==> config.mk <==
export PLATFORM = sky130hd
export DESIGN_NAME = bcsa_eru_pipe_flat
export DESIGN_NICKNAME = d
export VERILOG_FILES = /design/src/rtl/bcsa_eru_pipe_if.sv /design/src/rtl/bcsa_eru_pipe.sv /design/src/flat_wrapper.sv
export SDC_FILE = /design/constraint.sdc
export NUM_CORES = 1
export LEC_CHECK = 0
export ABC_AREA = 1
export CORE_ASPECT_RATIO = 0.75
export CORE_MARGIN = 2
export CORE_UTILIZATION = 55
export CTS_BUF_LIST = sky130_fd_sc_hd__clkbuf_4 sky130_fd_sc_hd__clkbuf_8 sky130_fd_sc_hd__clkbuf_16
export DETAILED_ROUTE_END_ITERATION = 10
export PLACE_DENSITY = 0.82
export SYNTH_ARGS = -nofsm -noshare
export SYNTH_HDL_FRONTEND = slang
export SYNTH_SLANG_ARGS = --single-unit
export TNS_END_PERCENT = 20
==> constraint.sdc <==
create_clock -name clk -period 8.9 [get_ports clk]
set_clock_uncertainty 0.1 [all_clocks]
set_input_delay 0.89 -clock clk [delete_from_list [all_inputs] [get_ports clk]]
set_output_delay 0.89 -clock clk [all_outputs]
set_load 0.1 [all_outputs]
==> src/rtl/bcsa_eru_pipe_if.sv <==
// Streaming handshake bundle for bcsa_eru_pipe.
//   master: operand producer / result consumer (drives in_valid, a, b, mode, out_ready)
//   slave : the adder pipeline (drives in_ready, out_valid, sum, out_err)
//   in_valid/in_ready   operand beat handshake
//   a, b, mode          operands; mode 1 = exact, 0 = approximate
//   out_valid/out_ready result beat handshake
//   sum                 WIDTH+1 result, MSB is carry-out
//   out_err             approximate result differs from exact sum
interface bcsa_eru_pipe_if #(
  parameter int WIDTH = 32
);
  logic             in_valid;
  logic             in_ready;
  logic [WIDTH-1:0] a;
  logic [WIDTH-1:0] b;
  logic             mode;
  logic             out_valid;
  logic             out_ready;
  logic [WIDTH:0]   sum;
  logic             out_err;

  modport master (
    output in_valid, a, b, mode, out_ready,
    input  in_ready, out_valid, sum, out_err
  );

  modport slave (
    input  in_valid, a, b, mode, out_ready,
    output in_ready, out_valid, sum, out_err
  );
endinterface

==> src/rtl/bcsa_eru_pipe.sv <==
// Two-stage pipelined block carry-select adder with error-reduction unit
// and a per-beat exact/approximate mode. Stage 1 registers the operands,
// stage 2 registers the selected sum and the approximation-error flag.
// A saturating counter tallies delivered beats whose result was wrong.
//   clk      rising-edge clock
//   rst      asynchronous active-high reset
//   bus      slave side of bcsa_eru_pipe_if (operand and result handshakes)
//   cnt_clr  synchronous clear of err_cnt, wins over an increment
//   err_cnt  saturating count of delivered erroneous beats
module bcsa_eru_pipe #(
  parameter int WIDTH = 32,
  parameter int BLK   = 8,
  parameter int CNTW  = 16
) (
  input  logic            clk,
  input  logic            rst,
  bcsa_eru_pipe_if.slave  bus,
  input  logic            cnt_clr,
  output logic [CNTW-1:0] err_cnt
);
  localparam int N = WIDTH / BLK;

  logic             v1;
  logic [WIDTH-1:0] a1;
  logic [WIDTH-1:0] b1;
  logic             mode1;
  logic             ov_q;
  logic [WIDTH:0]   sum_q;
  logic             err_q;
  logic             en1;
  logic             en2;
  logic [WIDTH:0]   exact_sum;
  logic [WIDTH:0]   approx_sum;

  // Stage 2 can take a new beat when empty or draining; stage 1 when empty
  // or when stage 2 frees up. No skid buffer, so in_ready sees out_ready.
  assign en2          = ~ov_q | bus.out_ready;
  assign en1          = ~v1 | en2;
  assign bus.in_ready = en1;
  assign bus.out_valid = ov_q;
  assign bus.sum       = sum_q;
  assign bus.out_err   = err_q;

  assign exact_sum = {1'b0, a1} + {1'b0, b1};

  for (genvar k = 0; k < N; k++) begin : g_blk
    logic cin;
    logic corr;

    if (k == 0) begin : g_first
      assign cin  = 1'b0;
      assign corr = 1'b0;
    end else begin : g_rest
      logic g_prev;
      logic zero_lsb;
      logic spec;
      assign g_prev   = a1[k*BLK-1] & b1[k*BLK-1];
      assign zero_lsb = ~a1[k*BLK] & ~b1[k*BLK];
      // Speculative carry is the previous block's generate (carry-in 0).
      assign spec     = 1'(({1'b0, a1[(k-1)*BLK +: BLK]} +
                            {1'b0, b1[(k-1)*BLK +: BLK]}) >> BLK);
      // When the boundary bits decide the carry locally, trust them;
      // otherwise fall back to the speculative carry.
      assign cin      = (g_prev | zero_lsb) ? g_prev : spec;
      // A dropped speculative carry into a 0+0 LSB is recovered exactly.
      assign corr     = zero_lsb & spec;
    end

    if (k == N-1) begin : g_top
      assign approx_sum[k*BLK +: BLK+1] =
        ({1'b0, a1[k*BLK +: BLK]} + {1'b0, b1[k*BLK +: BLK]} +
         {{BLK{1'b0}}, cin}) | {{BLK{1'b0}}, corr};
    end else begin : g_mid
      assign approx_sum[k*BLK +: BLK] =
        (a1[k*BLK +: BLK] + b1[k*BLK +: BLK] + {{(BLK-1){1'b0}}, cin}) |
        {{(BLK-1){1'b0}}, corr};
    end
  end

  always_ff @(posedge clk or posedge rst) begin
    if (rst) begin
      v1    <= 1'b0;
      a1    <= '0;
      b1    <= '0;
      mode1 <= 1'b0;
    end else if (en1) begin
      v1 <= bus.in_valid;
      if (bus.in_valid) begin
        a1    <= bus.a;
        b1    <= bus.b;
        mode1 <= bus.mode;
      end
    end
  end

  always_ff @(posedge clk or posedge rst) begin
    if (rst) begin
      ov_q  <= 1'b0;
      sum_q <= '0;
      err_q <= 1'b0;
    end else if (en2) begin
      ov_q <= v1;
      if (v1) begin
        sum_q <= mode1 ? exact_sum : approx_sum;
        err_q <= ~mode1 & (approx_sum != exact_sum);
      end
    end
  end

  always_ff @(posedge clk or posedge rst) begin
    if (rst) begin
      err_cnt <= '0;
    end else if (cnt_clr) begin
      err_cnt <= '0;
    end else if (ov_q && bus.out_ready && err_q && (err_cnt != {CNTW{1'b1}})) begin
      err_cnt <= err_cnt + CNTW'(1);
    end
  end
endmodule

==> src/flat_wrapper.sv <==
// flat-port wrapper written by rule: the top's interface ports become plain ports
module bcsa_eru_pipe_flat 
#(
  parameter int WIDTH = 32,
  parameter int BLK   = 8,
  parameter int CNTW  = 16
)
  (clk, rst, cnt_clr, err_cnt, bus_in_valid, bus_a, bus_b, bus_mode, bus_out_ready, bus_in_ready, bus_out_valid, bus_sum, bus_out_err);
  bcsa_eru_pipe_if #(.WIDTH(WIDTH)) bus_i ();
  input  logic clk;
  input  logic rst;
  input  logic cnt_clr;
  output logic [CNTW-1:0] err_cnt;
  input wire logic [$bits(bus_i.in_valid)-1:0] bus_in_valid;
  input wire logic [$bits(bus_i.a)-1:0] bus_a;
  input wire logic [$bits(bus_i.b)-1:0] bus_b;
  input wire logic [$bits(bus_i.mode)-1:0] bus_mode;
  input wire logic [$bits(bus_i.out_ready)-1:0] bus_out_ready;
  output wire logic [$bits(bus_i.in_ready)-1:0] bus_in_ready;
  output wire logic [$bits(bus_i.out_valid)-1:0] bus_out_valid;
  output wire logic [$bits(bus_i.sum)-1:0] bus_sum;
  output wire logic [$bits(bus_i.out_err)-1:0] bus_out_err;
  assign bus_i.in_valid = bus_in_valid;
  assign bus_i.a = bus_a;
  assign bus_i.b = bus_b;
  assign bus_i.mode = bus_mode;
  assign bus_i.out_ready = bus_out_ready;
  assign bus_in_ready = bus_i.in_ready;
  assign bus_out_valid = bus_i.out_valid;
  assign bus_sum = bus_i.sum;
  assign bus_out_err = bus_i.out_err;
  bcsa_eru_pipe #(.WIDTH(WIDTH), .BLK(BLK), .CNTW(CNTW)) u_core (.clk(clk), .rst(rst), .bus(bus_i), .cnt_clr(cnt_clr), .err_cnt(err_cnt));
endmodule
Yosys cells after proc, flatten, opt, wreduce, memory -nomap -nowiden:

Cells that the tools add are included.
W data, S select, Z words.

* equality and inequality tests: 2
* add/subtract/negate cells: 12
* bitwise operators: 27
* muxes and demuxes: 6
* reduce and logical (&&, ||, !) cells: 6

Operators by type and width (number)
* $add A8 B8 Y9: 4
* $add A32 B32 Y33: 1
* $mux W33: 1
* $ne A33 B33 Y1: 1
* $mux W16: 2
* $add A8 B8 Y8: 3
* $add A16 B1 Y16 const B: 1
* $add A8 B1 Y8: 2
* $ne A16 B16 Y1 const B: 1
* $or A8 B1 Y8: 2
* $and A1 B1 Y1: 10
* $add A9 B1 Y9: 1
* $not A1 Y1: 9
* $or A9 B1 Y9: 1
* $or A1 B1 Y1: 5
* $reduce_and A2 Y1: 2
* $logic_and A1 B1 Y1: 3
* $mux W1: 3
* $reduce_bool A2 Y1: 1

* bits in registers: 117
* input bits: 70

Depth between registers and ports, before layout:

* depth after elaboration: 8
* depth in mapped cells: 21
* mapped depth without buffers: 21

Least setup slack after synthesis:

No wires, ideal clock.

* path kind: reg-to-reg
* from: register u_core.ov_q, in the netlist u_core.bus.out_valid
* to: register u_core.a1[16]
* clock period less this slack: 3.501 ns
* path slack: 5.399 ns
* required time: 8.667 ns
* data arrival time: 3.268 ns
* path buffers: 2
* stages on the path, launching flop included: 6
* cell sequence: dfrtp_1 > nand3_1 > nand2_1 > clkbuf_1 > clkbuf_1 > a21oi_1

* longest elaborated chain between the ends: 4

Ends and longest elaborated chain
* from (decl): RTL line bcsa_eru_pipe.sv:27 `logic ov_q;`
* from (signal assigned): RTL line bcsa_eru_pipe.sv:102 `ov_q <= v1;`
* $not A1 Y1: RTL line bcsa_eru_pipe.sv:37 `assign en2 = ~ov_q | bus.out_ready;`
* $or A1 B1 Y1: RTL line bcsa_eru_pipe.sv:37
* $or A1 B1 Y1: RTL line bcsa_eru_pipe.sv:38 `assign en1 = ~v1 | en2;`
* named net bus_in_ready: RTL line flat_wrapper.sv:19 `output wire logic [$bits(bus_i.in_ready)-1:0] bus_in_ready;`
* $reduce_and A2 Y1 (no source line)
* to (signal assigned): RTL line bcsa_eru_pipe.sv:89 `a1 <= bus.a;`
* to (decl): RTL line bcsa_eru_pipe.sv:24 `logic [WIDTH-1:0] a1;`

The timed path passes the listed nets, and every way through them passes these cells.
A chain may end at the register's enable or synchronous reset.

Final worst setup path:

* from: register u_core.b1[0]
* to: register u_core.err_q, in the netlist u_core.bus.out_err

* longest elaborated chain between the ends: 6
* elaborated cells between the ends (all ways): 9
* classes of those cells: 4 x add/sub; 1 x eq/ne; 1 x mux; 3 x bitwise

Ends and longest elaborated chain
* from (decl): RTL line bcsa_eru_pipe.sv:25 `logic [WIDTH-1:0] b1;`
* from (signal assigned): RTL line bcsa_eru_pipe.sv:90 `b1 <= bus.b;`
* $add A8 B8 Y9: RTL line bcsa_eru_pipe.sv:60 `assign spec = 1'(({1'b0, a1[(k-1)*BLK +: BLK]} +`
* $mux W1: RTL line bcsa_eru_pipe.sv:64 `assign cin = (g_prev | zero_lsb) ? g_prev : spec;`
* $add A8 B1 Y8: RTL line bcsa_eru_pipe.sv:75 `(a1[k*BLK +: BLK] + b1[k*BLK +: BLK] + {{(BLK-1){1'b0}}, cin}) |`
* $or A8 B1 Y8: RTL line bcsa_eru_pipe.sv:75
* $ne A33 B33 Y1 (*): RTL line bcsa_eru_pipe.sv:105 `err_q <= ~mode1 & (approx_sum != exact_sum);`
* $and A1 B1 Y1 (*): RTL line bcsa_eru_pipe.sv:105
* to (signal assigned): RTL line bcsa_eru_pipe.sv:105
* to (decl): RTL line bcsa_eru_pipe.sv:29 `logic err_q;`

Mark *: on every way between the ends. The rest lies on a longest branch, timed or not.

==> qor_table.md <==
| Step | Result | This run |
|:---|:---|:---|
| run status | Outcome | completed |
| min path | Worst min-delay path class | reg2reg |
| cells and area | Fraction of layout cells with a size suffix above 1 | 0.110 |
| power and ir drop | Leakage power figure | 4.60 nW |
| detailed routing | Residual DRC count | 0 |
| place | Final HPWL from detailed placement | 15000 um |
| die | Die extent in x | 139 um |
| clock network | Buffer depth of the longest clock path | 2 |
| cells and area | Register cell area after layout | 2930 um^2 |
| yosys | Distinct cells, synth | 39 |
| die | Die Footprint | 14700 um^2 |
| grt | Antenna violations before repair | 0 |
| clock network | Post-CTS setup buffer count | 0 |
| detailed routing | Drt via density | 5.59 |
| die | Vertical die dimension | 106 um |
| grt | First-pass GRT wire length | 33700 um |
| detailed routing | Router iterations before antenna repair | 5 |
| yosys | Most area-consuming cells after synthesis | sky130_fd_sc_hd__dfrtp_1, sky130_fd_sc_hd__nand2_1, sky130_fd_sc_hd__mux2_2, sky130_fd_sc_hd__inv_1, sky130_fd_sc_hd__ha_1 |
| power and ir drop | Worst IR drop on VDD | 0.000306 V |
| sta | Number of hold-slack violations in the final timing report | 0 |
| yosys | Number of enable-type register cells in the synthesized netlist | 0 |
| sta | Relative slew margins | 0.318 |
| cells and area | Diodes inserted | 0 |
| clock network | Clock tree from TritonCTS | built |
| detailed routing | Detailed Route Iter0 Violations | 594 |
| die | Initial Utilization | 0.558 |
| detailed routing | Vias post-DR | 7050 |
| detailed routing | WL final | 20800 um |
| place | Number of buffer cells added on primary ports | 121 |
| cells and area | Filler cell count | 1060 |
| yosys | Count leader, synth | sky130_fd_sc_hd__nand2_1 |
| power and ir drop | Power density of the placed cells | 334 nW/um^2 |
| clock network | TritonCTS Buffers | 17 |
| flow run | Max_cap viols | 0 |
| sta | Highest attainable clock frequency | 0.270 GHz |
| yosys | Share of synthesized area occupied by flip-flops and latches | 0.387 |
| sta | Min Hold Slack | 0.390 ns |
| critical path | Category of the critical setup timing path | reg2reg |
| cells and area | Growth of design area from synthesis to finish | 26.5% |
| sta | Count of final max-slew check failures | 0 |
| clock network | Post-cts gate resize count | 0 |
| yosys | Number of cells produced by synthesis | 950 |
| min path | Hold Startpoint | u_core.bus.sum[1] |
| yosys | Post-synth top area share | 0.387 |
| critical path | CP required | 9.10 ns |
| clock network | Total number of H-tree levels | 4 |
| sta | Final setup violation count | 0 |
| grt | Vias in the first global route | 6769 |
| grt | Largest net degree at the start of global routing | 82 |
| yosys | Synthesis warning total | 0 |
| sta | Setup_tns | 0 ns |
| critical path | CP max-delay cell | sky130_fd_sc_hd__fa_1 |
| critical path | Family with the most delay on the worst path | adder cells |
| sta | Final Worst Setup Slack | 5.20 ns |
| place | Worst setup slack before clock tree synthesis | 5.24 ns |
| yosys | Leading cell types by count after synthesis | sky130_fd_sc_hd__nand2_1, sky130_fd_sc_hd__inv_1, sky130_fd_sc_hd__dfrtp_1 |
| cells and area | Area of combinational cells with multiple inputs | 4050 um^2 |
| die | Std-Cell Core Area | 13600 um^2 |
| clock network | Library cell used as clock root buffer | sky130_fd_sc_hd__clkbuf_16 |
| place | Routability congestion estimate from global placement | 0.955 |
| sta | Min cycle time layout | 3.70 ns |
| sta | Worst Tran Pin Value | 1.02 ns |
| grt | Overflow after GRT | 0 |
| cells and area | Net count reported at finish | 1188 |
| die | Num rows | 37 |
| yosys | Async set-reset flop share out of synthesis | 1.00 |
| place | Placed Cells incl. Taps | 1231 |
| yosys | Mean instance size in the synthesized netlist | 7.97 um^2 |
| yosys | Main synth FF type | sky130_fd_sc_hd__dfrtp_1 |
| detailed routing | Drt wl/cell | 16.5 um |
| critical path | CP Capture Type | flip-flop |
| grt | Global-route usage over all layers | 0.289 |
| critical path | Crit start category | flip-flop |
| critical path | Delay of the slowest cell on the worst path | 0.41 ns |
| critical path | Data arrival at the endpoint of the critical path | 3.91 ns |
| critical path | FF-to-FF path depth | 19 |
| critical path | Worst Path Max Fanout | 7 |
| clock network | Post-cts hold buffer count | 0 |
| yosys | Seq cells post-synth | 117 |
| yosys | Cell taking the most area after synthesis | sky130_fd_sc_hd__dfrtp_1 |
| clock network | Register clock-pin slew on the reported worst setup and hold paths | 0.06 ns |
| critical path | Reg-to-reg startpoint | u_core.b1[0] |
| critical path | Capturing point of the worst reg2reg path | u_core.bus.out_err |
| sta | Period utilization | 0.416 |
| clock network | Sinks on Clock Net | 117 |
| detailed routing | Detail Route Antenna Nets | 0 |
| yosys | Area of the mapped netlist | 7570 um^2 |
| critical path | Most frequent CP cell | sky130_fd_sc_hd__nand2_1 |
| critical path | Crit path buffers/inverters | 3 |
| critical path | FF-to-FF setup slack | 5.20 ns |
| yosys | Post-synthesis net count | 1063 |
| cells and area | Cell Count, Final, Fillers Out | 1261 |
| min path | Endpoint of the worst hold-timing path | u_core.bus.sum[1] |
| die | Count of boundary I/O pins | 122 |
| min path | Hold Crit Depth | 2 |
| cells and area | Final core utilization | 0.706 |
| critical path | Cells along the critical path | ha_1 > inv_1 > fa_1 > inv_1 > nand2_1 > nand3_1 > nand3_1 > nand2_1 > nor3_1 > a21oi_1 > fa_1 > inv_1 > fa_1 > xor2_1 > xor2_1 > nor3_1 > nand2_1 > nand3_1 > nand2_1 |
| sta | Unrepaired setup endpoints after global routing | no |
| clock network | Clock latency on the worst-skew pair | 0.42 ns |
power by group:
group	internal (W)	switching, W
Sequential	0.000655	0.0000868
Clock	0.000473	0.000257
Combinational	0.000499	0.00123
Total	0.00163	0.00157
worst max path at each step:
stage / startpoint / end / slack [ns] / cells after the start
2_1_floorplan: rst / u_core.a1[0] / 4.81 / 1
4_1_cts: bus_out_ready / bus_in_ready / 5.23 / 4
5_1_grt: u_core.b1[0] / u_core.bus.out_err / 5.00 / 19
3_3_place_gp: bus_out_ready / bus_in_ready / 5.26 / 4
3_5_place_dp: bus_out_ready / bus_in_ready / 5.24 / 4
6_report: u_core.b1[0] / u_core.bus.out_err / 5.20 / 19
worst register-to-register path: stages, from the launching register on:
cell                      delay [ns]
sky130_fd_sc_hd__dfrtp_1        0.34
sky130_fd_sc_hd__ha_1           0.22
sky130_fd_sc_hd__inv_1          0.07
sky130_fd_sc_hd__fa_1           0.41
sky130_fd_sc_hd__inv_1          0.15
sky130_fd_sc_hd__nand2_1        0.06
sky130_fd_sc_hd__nand3_1        0.08
sky130_fd_sc_hd__nand3_1        0.08
sky130_fd_sc_hd__nand2_1        0.27
sky130_fd_sc_hd__nor3_1         0.10
sky130_fd_sc_hd__a21oi_1        0.17
sky130_fd_sc_hd__fa_1           0.27
sky130_fd_sc_hd__inv_1          0.07
sky130_fd_sc_hd__fa_1           0.41
sky130_fd_sc_hd__xor2_1         0.18
sky130_fd_sc_hd__xor2_1         0.18
sky130_fd_sc_hd__nor3_1         0.19
sky130_fd_sc_hd__nand2_1        0.10
sky130_fd_sc_hd__nand3_1        0.08
sky130_fd_sc_hd__nand2_1        0.05
area by class of cell:
cell class / instances / area share
clock buffer: 18 / 0.0459
clock inverter: 12 / 0.0188
inverter: 139 / 0.0547
multi-input combinational: 676 / 0.423
sequential: 117 / 0.306
tap: 175 / 0.0229
timing repair buffer: 124 / 0.129
cell families (layout without fill, tap and decap cells):
family          count (synthesis)  count (layout)  share of synthesized area
buf+inv                       157             293                     0.0782
fa+ha+maj                      43              43                     0.0780
simple gates                  408             408                      0.228
compound gates                133             133                      0.106
mux                            50              50                     0.0744
xor+xnor                       42              42                     0.0486
flops                         117             117                      0.387
state kept, by name, indices dropped and copies added (netlist names):
signal,cells
u_core.a1,32
u_core.bus.out_err,1
u_core.v1,1
u_core.b1,32
u_core.bus.sum,33
u_core.bus.out_valid,1
u_core.err_cnt,16
u_core.mode1,1
layer usage:
metal	share of wire	GRT usage	vias to the layer above	wire, um
li1	-	-	3338	-
met1	0.46	0.426	3342	9470
met2	0.44	0.434	338	9100
met3	0.092	0.0568	32	1910
met4	0.015	0.0815	0	304
met5	0	0	-	0
through the flow:
stage | cell area, um^2 | total power [W]
floorplan | 7570 | 0.00202
global placement | 8960 | 0.00240
detailed placement | 8960 | 0.00243
CTS | 9580 | 0.00318
global route | 9580 | 0.00336
finish | 9580 | 0.00320
layout by cell type (no fill, tap or decap), drive strengths merged:
cell type and instances:
xor2 33, a21oi 68, bufinv 4, o221a 1, fa 7, a221oi 1
xnor2 9, a21boi 1, nand4 4, o211ai 9, nor3 22, buf 3
clkbuf 18, nand3b 1, clkinv 6, clkdlybuf4s50 121, nor2 76, a21o 2
dfrtp 117, o21ai 26, nand2 249, or2 2, o221ai 16, mux2 50
ha 36, inv 139, clkinvlp 2, o21bai 3, a211oi 3, o31ai 1
nor3b 1, nand3 53, a31oi 1, o21a 1
Power figures use the tool's default switching activity.
